==> src/rtl/pong_game_ctrl.sv <==
// Pong game sequencer: serve/play/physics handshake, scoring, win detection.
// All outputs registered; physics step has a watchdog and frame-overrun reporting.
module pong_game_ctrl #(
  parameter logic [7:0] WIN_SCORE    = 8'd11,
  parameter int         SERVE_FRAMES = 60,
  parameter int         HOLD_FRAMES  = 30,
  parameter int         PHYS_TIMEOUT = 1024
) (
  input  logic       clk,
  input  logic       rst,
  input  logic       frame_tick,
  input  logic       start,
  input  logic       pause,
  input  logic       phys_done,
  input  logic [1:0] player_did_score,
  output logic       phys_update,
  output logic       paddle_update,
  output logic       ball_reset,
  output logic       serve_dir,
  output logic [7:0] score_left,
  output logic [7:0] score_right,
  output logic [1:0] winner,
  output logic [2:0] state,
  output logic       phys_timeout_err,
  output logic       frame_overrun
);

  typedef enum logic [2:0] {
    IDLE      = 3'd0,
    SERVE     = 3'd1,
    PLAY      = 3'd2,
    PHYS_WAIT = 3'd3,
    SCORED    = 3'd4,
    PAUSED    = 3'd5,
    GAME_OVER = 3'd6
  } state_t;

  localparam logic [7:0]  SERVE_LAST = 8'(SERVE_FRAMES - 1);
  localparam logic [7:0]  HOLD_LAST  = 8'(HOLD_FRAMES - 1);
  localparam logic [15:0] WD_LAST    = 16'(PHYS_TIMEOUT - 1);

  state_t      cur, nxt;
  logic        start_q, start_lock, start_evt;
  logic [7:0]  fcnt, fcnt_n;
  logic [15:0] wdog, wdog_n;
  logic [7:0]  sl_n, sr_n;
  logic [1:0]  win_n;
  logic        dir_n, phys_n, pad_n, br_n, to_n, ov_n;

  function automatic logic [7:0] sat_inc(input logic [7:0] v);
    return (v == 8'hFF) ? v : v + 8'd1;
  endfunction

  // start_lock masks a start level that was already high while in reset
  assign start_evt = start & ~start_q & ~start_lock;
  assign state     = cur;

  always_comb begin
    nxt    = cur;
    fcnt_n = fcnt;
    wdog_n = wdog;
    sl_n   = score_left;
    sr_n   = score_right;
    win_n  = winner;
    dir_n  = serve_dir;
    phys_n = 1'b0;
    pad_n  = 1'b0;
    br_n   = 1'b0;
    to_n   = 1'b0;
    ov_n   = 1'b0;
    case (cur)
      IDLE, GAME_OVER: begin
        if (start_evt) begin
          nxt    = SERVE;
          sl_n   = 8'd0;
          sr_n   = 8'd0;
          win_n  = 2'b00;
          fcnt_n = 8'd0;
          br_n   = 1'b1;
        end
      end
      SERVE: begin
        if (frame_tick) begin
          if (fcnt == SERVE_LAST) nxt = PLAY;
          else fcnt_n = fcnt + 8'd1;
        end
      end
      PLAY: begin
        if (frame_tick) begin
          if (pause) begin
            nxt = PAUSED;
          end else begin
            nxt    = PHYS_WAIT;
            phys_n = 1'b1;
            pad_n  = 1'b1;
            wdog_n = 16'd0;
          end
        end
      end
      PAUSED: begin
        if (frame_tick && !pause) nxt = PLAY;
      end
      PHYS_WAIT: begin
        ov_n   = frame_tick & ~phys_done;
        wdog_n = wdog + 16'd1;
        if (phys_done) begin
          case (player_did_score)
            2'b10: begin
              nxt    = SCORED;
              sl_n   = sat_inc(score_left);
              dir_n  = 1'b1;
              fcnt_n = 8'd0;
            end
            2'b01: begin
              nxt    = SCORED;
              sr_n   = sat_inc(score_right);
              dir_n  = 1'b0;
              fcnt_n = 8'd0;
            end
            default: nxt = PLAY;
          endcase
        end else if (wdog == WD_LAST) begin
          nxt  = PLAY;
          to_n = 1'b1;
        end
      end
      SCORED: begin
        if (frame_tick) begin
          if (fcnt == HOLD_LAST) begin
            if (score_left >= WIN_SCORE || score_right >= WIN_SCORE) begin
              nxt   = GAME_OVER;
              win_n = (score_left >= WIN_SCORE) ? 2'b01 : 2'b10;
            end else begin
              nxt    = SERVE;
              fcnt_n = 8'd0;
              br_n   = 1'b1;
            end
          end else begin
            fcnt_n = fcnt + 8'd1;
          end
        end
      end
      default: nxt = IDLE;
    endcase
  end

  always_ff @(posedge clk) begin
    if (rst) begin
      cur              <= IDLE;
      start_q          <= 1'b0;
      start_lock       <= start;
      fcnt             <= 8'd0;
      wdog             <= 16'd0;
      score_left       <= 8'd0;
      score_right      <= 8'd0;
      winner           <= 2'b00;
      serve_dir        <= 1'b0;
      phys_update      <= 1'b0;
      paddle_update    <= 1'b0;
      ball_reset       <= 1'b0;
      phys_timeout_err <= 1'b0;
      frame_overrun    <= 1'b0;
    end else begin
      cur              <= nxt;
      start_q          <= start;
      if (!start) start_lock <= 1'b0;
      fcnt             <= fcnt_n;
      wdog             <= wdog_n;
      score_left       <= sl_n;
      score_right      <= sr_n;
      winner           <= win_n;
      serve_dir        <= dir_n;
      phys_update      <= phys_n;
      paddle_update    <= pad_n;
      ball_reset       <= br_n;
      phys_timeout_err <= to_n;
      frame_overrun    <= ov_n;
    end
  end

endmodule

==> config.mk <==
export PLATFORM = sky130hd
export DESIGN_NAME = pong_game_ctrl
export DESIGN_NICKNAME = d
export VERILOG_FILES = /design/src/rtl/pong_game_ctrl.sv
export SDC_FILE = /design/constraint.sdc
export NUM_CORES = 1
export LEC_CHECK = 0
export ABC_AREA = 1
export BUFFER_PORTS_ARGS = -buffer_cell sky130_fd_sc_hd__buf_4
export CORE_UTILIZATION = 30
export CTS_BUF_LIST = sky130_fd_sc_hd__clkbuf_8
export CTS_CLUSTER_DIAMETER = 80
export DETAILED_ROUTE_END_ITERATION = 8
export GPL_TIMING_DRIVEN = 1
export PLACE_DENSITY_LB_ADDON = 0.1
export SETUP_SLACK_MARGIN = 0.02
export SLEW_MARGIN = 0
export SYNTH_ARGS = -nofsm -noshare
export SYNTH_HDL_FRONTEND = slang
export SYNTH_SLANG_ARGS = --single-unit
==> constraint.sdc <==
create_clock -name clk -period 3.8 [get_ports clk]
set_input_delay 0.19 -clock clk [delete_from_list [all_inputs] [get_ports clk]]
set_output_delay 0.19 -clock clk [all_outputs]
set_load 0.005 [all_outputs]
Yosys cells after proc, flatten, opt, wreduce, memory -nomap -nowiden
Index checks and enable logic that the tools add are counted.
{ "totals": {"regBits": 52, "in_bits": 8, "output_inout_bits": 27} }
{ "op_classes": {"n_addsub": 4, "n_lt_le_gt_ge": 2, "n_eq_ne": 32, "mux": 49, "bitwise_logic": 9, "n_reduce_logical": 21} }
{ "op_table": {"columns": ["operator", "n"], "rows": [
  ["$mux W8", 14],
  ["$mux W3", 12],
  ["$mux W16", 2],
  ["$pmux W16 S2", 1],
  ["$pmux W8 S2", 2],
  ["$pmux W8 S4", 1],
  ["$ne A2 B2 Y1 const B", 15],
  ["$add A8 B1 Y8 const B", 3],
  ["$pmux W3 S6", 1],
  ["$add A16 B1 Y16 const B", 1],
  ["$eq A16 B10 Y1 const B", 1],
  ["$eq A8 B8 Y1 const B", 2],
  ["$ge A8 B4 Y1 const B", 2],
  ["$reduce_and A8 Y1", 2],
  ["$reduce_and A5 Y1", 3],
  ["$mux W2", 5],
  ["$eq A3 B3 Y1 const B", 3],
  ["$eq A8 B5 Y1 const B", 1],
  ["$eq A8 B6 Y1 const B", 1],
  ["$mux W1", 8],
  ["$reduce_bool A2 Y1", 4],
  ["$eq A3 B2 Y1 const B", 2],
  ["$ne A3 B3 Y1 const B", 2],
  ["$not A1 Y1", 6],
  ["15 further kinds", 23]
]} }

Depth between registers and ports, before layout
Gate-level depths: netlist (run 1).
{ "depth": {"word_depth": 6, "mapped_depth": 12, "mapped_depth_nobuf": 12} }

Worst setup path after synthesis (run 1)
Ideal clock, no wire load.
{ "synth_timing": {"path_type": "register to register", "from": "register score_right[0]", "to": "register score_right[5]", "arrival_ps": 1426, "path_slack_ps": 2259, "path_stages_with_launch": 9, "path_cell_list": "dfxtp_1 > ha_1 > nand2_1 > nor3_1 > nand3_1 > nand2_4 > nand2_8 > a21oi_1 > nor2_1"} }
{ "synth_via": {"elab_chain_len": 5} }
{ "synth_rtl": {"columns": ["element", "line", "rtl"], "rows": [
  ["from (decl)", "21", "output logic [7:0] score_right,"],
  ["from (signal assigned)", "170", "score_right <= sr_n;"],
  ["$add A8 B1 Y8", "51", "return (v == 8'hFF) ? v : v + 8'd1;"],
  ["$mux W8", "51", null],
  ["$mux W8", "107", "case (player_did_score)"],
  ["$mux W8", "106", "if (phys_done) begin"],
  ["$pmux W8 S2", "71", "case (cur)"]
]} }
Parallel ways exist; a longest one is shown, timed or not. The select of a mux whose other input is x is not followed.
A chain may end at the register's enable or synchronous reset.

Final worst setup path (run 1)
{ "layout_timing": {"from": "register cur[0] (netlist: state[0])", "to": "register score_left[1]"} }
{ "layout_via": {"elab_chain_len": 4} }
{ "layout_rtl": {"columns": ["element", "line", "rtl"], "rows": [
  ["from (decl)", "42", "state_t cur, nxt;"],
  ["from (signal assigned)", "164", "cur <= nxt;"],
  ["$eq A3 B3 Y1 or $logic_not A3 Y1 (tied branches)", "71", null],
  ["$reduce_or A2 Y1", "71", null],
  ["$ne A2 B2 Y1 (no line) or $reduce_bool A2 Y1 (tied branches)", null, null],
  ["$reduce_and A5 Y1 (no line)", null, null],
  ["to (signal assigned)", "169", "score_left <= sl_n;"],
  ["to (decl)", "20", "output logic [7:0] score_left,"]
]} }
Parallel ways exist; a longest one is shown, timed or not.

==> results of run 1 <==
[synthesized netlist by cell type (all sizes together), types with 7 or more instances]
master  instances
nand2         151
inv            59
dfxtp          51
a21oi          43
o21ai          11
xor2            7
nor3           19
buf             8
nand4           9
nand3          64
nor2           68
ha              7
[metal layers]
metal / vias up / share of wire (%)
met5: - / 0
met4: 0 / 0.89
met3: 10 / 2.6
met2: 47 / 47
met1: 1497 / 50
li1: 1742 / -
[report_power, final]
group | total, mW | internal, mW | leakage, nW | switching [mW]
logic | 0.670 | 0.210 | 1.09 | 0.461
registers | 0.618 | 0.571 | 0.422 | 0.0465
clock network | 0.329 | 0.144 | 0.0538 | 0.185
total | 1.62 | 0.925 | 1.57 | 0.693
[metrics by stage]
stage	instance area, µm²	instances	utilization, %
3_5_place_dp	3780	680	34.4
4_1_cts	3870	688	35.2
3_3_place_gp	3780	680	34.4
5_1_grt	3870	688	35.2
2_1_floorplan	3420	518	-
6_report	3870	688	35.2
[flip-flops by register name (all words and copies together) (netlist names), 2 cells and up]
| signal | cells |
|---|---|
| winner | 2 |
| fcnt | 8 |
| wdog | 16 |
| score_right | 8 |
| state | 3 |
| score_left | 8 |
[cell usage in the layout (no fill, tap or decap), types with 8 or more instances in the layout]
master	synthesis	routed
buf_4	1	34
nor2_1	61	61
nor3_1	16	16
inv_1	52	54
nand2_2	10	10
nand4_1	8	8
nand2_1	136	136
dfxtp_1	51	51
nand3_1	58	58
a21oi_1	40	40
o21ai_0	9	9
[final timing paths]
kind | slack [ns] | startpoint | to
setup / recovery | 1.90 | state[0] | score_left[1]
hold / removal | 0.14 | start | start_q
setup reg to reg | 1.90 | state[0] | score_left[1]
hold reg to reg | 0.47 | wdog[4] | wdog[4]
[final cells by class]
cell class / instances / area [µm²] / share of cell area, %
multi-input cells: 395 / 2070 / 53.5
flip-flops and latches: 52 / 1050 / 27.2
inverters: 59 / 226 / 5.85
clock inverters: 2 / 7.51 / 0.194
well taps: 140 / 175 / 4.53
repair buffers: 34 / 255 / 6.60
clock buffers: 6 / 82.6 / 2.13
[logic make-up (layout without fill, tap and decap cells)]
family,Yosys count,in the layout
AO/OA/AOI/OAI,61,61
adder cells (fa/ha/maj),7,7
AND/OR/NAND/NOR,317,317
XOR/XNOR,10,10
buffers and inverters,71,101
flip-flops,52,52
[critical path, stage by stage, from the launching register on]
cell and delay (ns):
dfxtp_1 0.56, nand3_4 0.29, inv_4 0.28, a21oi_2 0.11
nor2_2 0.22, nand2_2 0.15, nand2_1 0.08, a21oi_1 0.06
==> results.toml, run 1 <==
[grt]
gr-usage-met1_pct = 21.7
grt_pass1_wl_um = 15400
antenna_found_initial = 0
grt_max_degree = 41
grt.met3_usage_pct = 2.69
overflow = 0
grt_usage_pct = 16.6
grt-busiest-layer = "met2"
grt_pass1_vias = 3221
grtUsageMet2_pct = 28.5

[timing]
skew_ns = 0.00620
setup_viol = 0
clock.fmax_ghz = 0.527
worstMarginPinSlew_ns = 0.458
hold_ws_ns = 0.144
setup_ws_ns = 1.90
setup-tns-final_ns = 0
max_slew_margin_pct = 69.5
drv_slew = 0
rsz0062_at_grt = "false"
finalCriticalPeriod_ns = 1.90
hold_viol = 0
period_share_pct = 49.9

[worst_setup_path]
arrival_ns = 2.07
worst-r2r-cell-count = 7
endpoint_kind = "flip-flop"
cp-start-kind = "flip-flop"
critical_path.max_fanout = 18
path_class = "reg2reg"
cp.required_ns = 3.98

[route]
drc_errors = 0
post_drt_wl_per_cell_um = 13.1
ant_nets = 0
wl_um = 9010
drt-pass1-iter-count = 4
via_count = 3296
dr.first_iter.drc_count = 108
viasPerCell = 4.79

[pwr]
p_leak_nw = 1.57
ir_drop_v = 0.000175
finalPower_mw = 1.62
power_density_nw_per_um2 = 418

[place]
post-dp-hpwl_um = 6900
post-place-ws_ns = 1.93
routabilityCongestion = 0.833
io_buffers = 34

[yosys]
avgSynthCellArea_um2 = 6.60
ys_seq_area_share_pct = 30.7
synth-seq-cells = 52
synth_edf_count = 1
synthArstFlopShare_pct = 0
synth_top_area_share_pct = 29.9
synth_cells = 518
synthFlopType = "dfxtp_1"
synth_xor_area_share_pct = 2.56
synth_top_family_by_area = "simple AND/OR/NAND/NOR gates"
synthSimpleGateAreaFrac_pct = 45.4
yosysWarnings = 0
synth_mux_area_share_pct = 0
ys_types = 44
synth_top_cell_by_area = "dfxtp_1"
syn-cell-area_um2 = 3420
synth_area_leaders = "dfxtp_1, nand2_1, nand3_1, nor2_1, a21oi_1"
synth-compound-area-share_pct = 10.0
yosys.area_share.adder_pct = 2.56
syn-num-nets = 533

[die]
core_um2 = 11000
die_x_um = 109
pin_count = 35
initial_core_util_pct = 31.1
num_rows = 38
dieArea_um2 = 11800
die_h_um = 109

[worst_hold_path]
min_path_type = "in2reg"
hold_depth = 3

[clock_network]
cts_resized = 0
path_clk_slew_ns = 0.09
hold_buffers = 0
cts_max_level = 2
clock_path_buffers = 2
clock-sinks = 52
cts_root_buffer = "clkbuf_8"
clock_latency_ns = 0.31
cts_tree = "done"
numCtsBuffers = 5
cts_setup_buffers = 0

[outcome]
outcome = "complete, no violations"

[finish]
diodes = 0
drive_above_1_share_pct = 15.5
num-fill-cells = 1204
final_nets = 562
syn_to_final_growth_pct = 13.2

[run]
drv_cap = 0
Power figures use the tool's default switching activity.
==> run 2: changes to the inputs <==
==> constraint.sdc (replaced) <==
create_clock -name clk -period 1.9 [get_ports clk]
set_input_delay 0.095 -clock clk [delete_from_list [all_inputs] [get_ports clk]]
set_output_delay 0.095 -clock clk [all_outputs]
set_load 0.005 [all_outputs]
==> results.toml, run 2 (synthesis results as in run 1) <==
[finish]
final_nets = 582
diodes = 0
drive_above_1_share_pct = 19.5
num-fill-cells = 1196
largest_reg_flops = 16
syn_to_final_growth_pct = 18.3
layout_common_cells = "nand2_1, nor2_1, nand3_1, buf_4, inv_1"
final_common_cell = "nand2_1"
fin_util_pct = 36.8
regMostFlops = "wdog"

[route]
wl_um = 9270
post_drt_wl_per_cell_um = 13.1
drt-pass1-iter-count = 4
ant_nets = 0
dr.first_iter.drc_count = 128
drc_errors = 0
viasPerCell = 4.72
via_count = 3340

[worst_setup_path]
endpoint_kind = "flip-flop"
reg2reg_slack_ns = 0.24
path_class = "reg2reg"
arrival_ns = 1.86
cp-start-kind = "flip-flop"
cp.required_ns = 2.11
critical_path.max_fanout = 10

[clock_network]
cts_root_buffer = "clkbuf_8"
clock-sinks = 52
clock_latency_ns = 0.33
numCtsBuffers = 5
path_clk_slew_ns = 0.11
cts_max_level = 2
clock_path_buffers = 2
cts_tree = "done"
hold_buffers = 0

[grt]
antenna_found_initial = 0
overflow = 0
grt_pass1_wl_um = 15800
grt_max_degree = 40
grt_pass1_vias = 3253
grt_usage_pct = 17.2

[run]
drv_cap = 0

[pwr]
swShare_pct = 42.9
power_density_nw_per_um2 = 829
p_comb_share_pct = 42.1
p_sw_mw = 1.44
ir_drop_v = 0.000331
pwr-share-seq_pct = 36.7
p_leak_nw = 1.68
p_clk_share_pct = 21.2
p_int_mw = 1.91
finalPower_mw = 3.35

[timing]
hold_viol = 0
drv_slew = 0
hold_ws_ns = 0.0406
setup-tns-final_ns = 0
max_slew_margin_pct = 69.1
finalCriticalPeriod_ns = 1.66
rsz0062_at_grt = "false"
setup_viol = 0
skew_ns = 0.00862
clock.fmax_ghz = 0.604
period_share_pct = 87.2
setup_ws_ns = 0.244
worstMarginPinSlew_ns = 0.463

[die]
die_h_um = 109
pin_count = 35
die_x_um = 109
num_rows = 38
initial_core_util_pct = 31.1
core_um2 = 11000
dieArea_um2 = 11800

[place]
post-place-ws_ns = 0.153
routabilityCongestion = 0.819
post-dp-hpwl_um = 7010
io_buffers = 34

[worst_hold_path]
min_path_type = "in2reg"

[outcome]
outcome = "complete, no violations"
-- run 2: cell types whose count changed in the layout (fill, tap and decap cells not counted), sizes merged --
cell,before,now
buf,34,53
inv,61,59
clkinv,0,2
nand4,9,10
-- run 2: layer usage --
metal / vias up / track usage [%] / routed length, µm
met5: - / 0 / 0
met1: 1507 / 23.0 / 4710
li1: 1788 / - / -
met4: 0 / 4.92 / 107
met2: 38 / 28.3 / 4240
met3: 7 / 2.81 / 211
-- run 2: repair_timing --
item	CTS	global route
buffers inserted	0	0
gates resized for setup	0	5
setup endpoints to repair	0	15
-- run 2: worst paths after layout --
check | depth (start not counted) | endpoint | start
setup / recovery | 9 | fcnt[4] | state[2]
hold / removal | 3 | start_lock | start
setup reg to reg | 9 | fcnt[4] | state[2]
hold reg to reg | 2 | wdog[4] | wdog[4]
-- run 2: through the flow --
| stage | cell area [µm²] | instances |
|---|---|---|
| 6_report | 4050 | 708 |
| 5_1_grt | 4050 | 708 |
| 4_1_cts | 4020 | 707 |
| 3_5_place_dp | 3920 | 699 |
| 3_3_place_gp | 3920 | 699 |
| 2_1_floorplan | 3420 | 518 |
-- run 2: power by group through the flow --
stage	clock [mW]	sequential [mW]	combinational, mW
3_5_place_dp	0	1.25	1.41
4_1_cts	0.736	1.22	1.42
2_1_floorplan	0	1.24	1.03
5_1_grt	0.788	1.24	1.60
3_3_place_gp	0	1.25	1.42
6_report	0.710	1.23	1.41
-- run 2: area by class of cell --
cell class                 instances  area, µm²  area share, %
inverter                          59        226           5.60
timing repair buffer              53        398           9.84
clock inverter                     2       10.0          0.247
tap                              140        175           4.33
clock buffer                       6       82.6           2.04
multi-input combinational        396       2100           51.9
sequential                        52       1050           26.0
-- run 2: critical path: stages (launching register included) --
cell and delay (ns):
dfxtp_1 0.46, inv_2 0.11, nand3_4 0.17, inv_4 0.08
nand2_1 0.14, nand3_4 0.11, nor2_8 0.21, nand2_8 0.10
nand2_1 0.07, a21oi_1 0.06
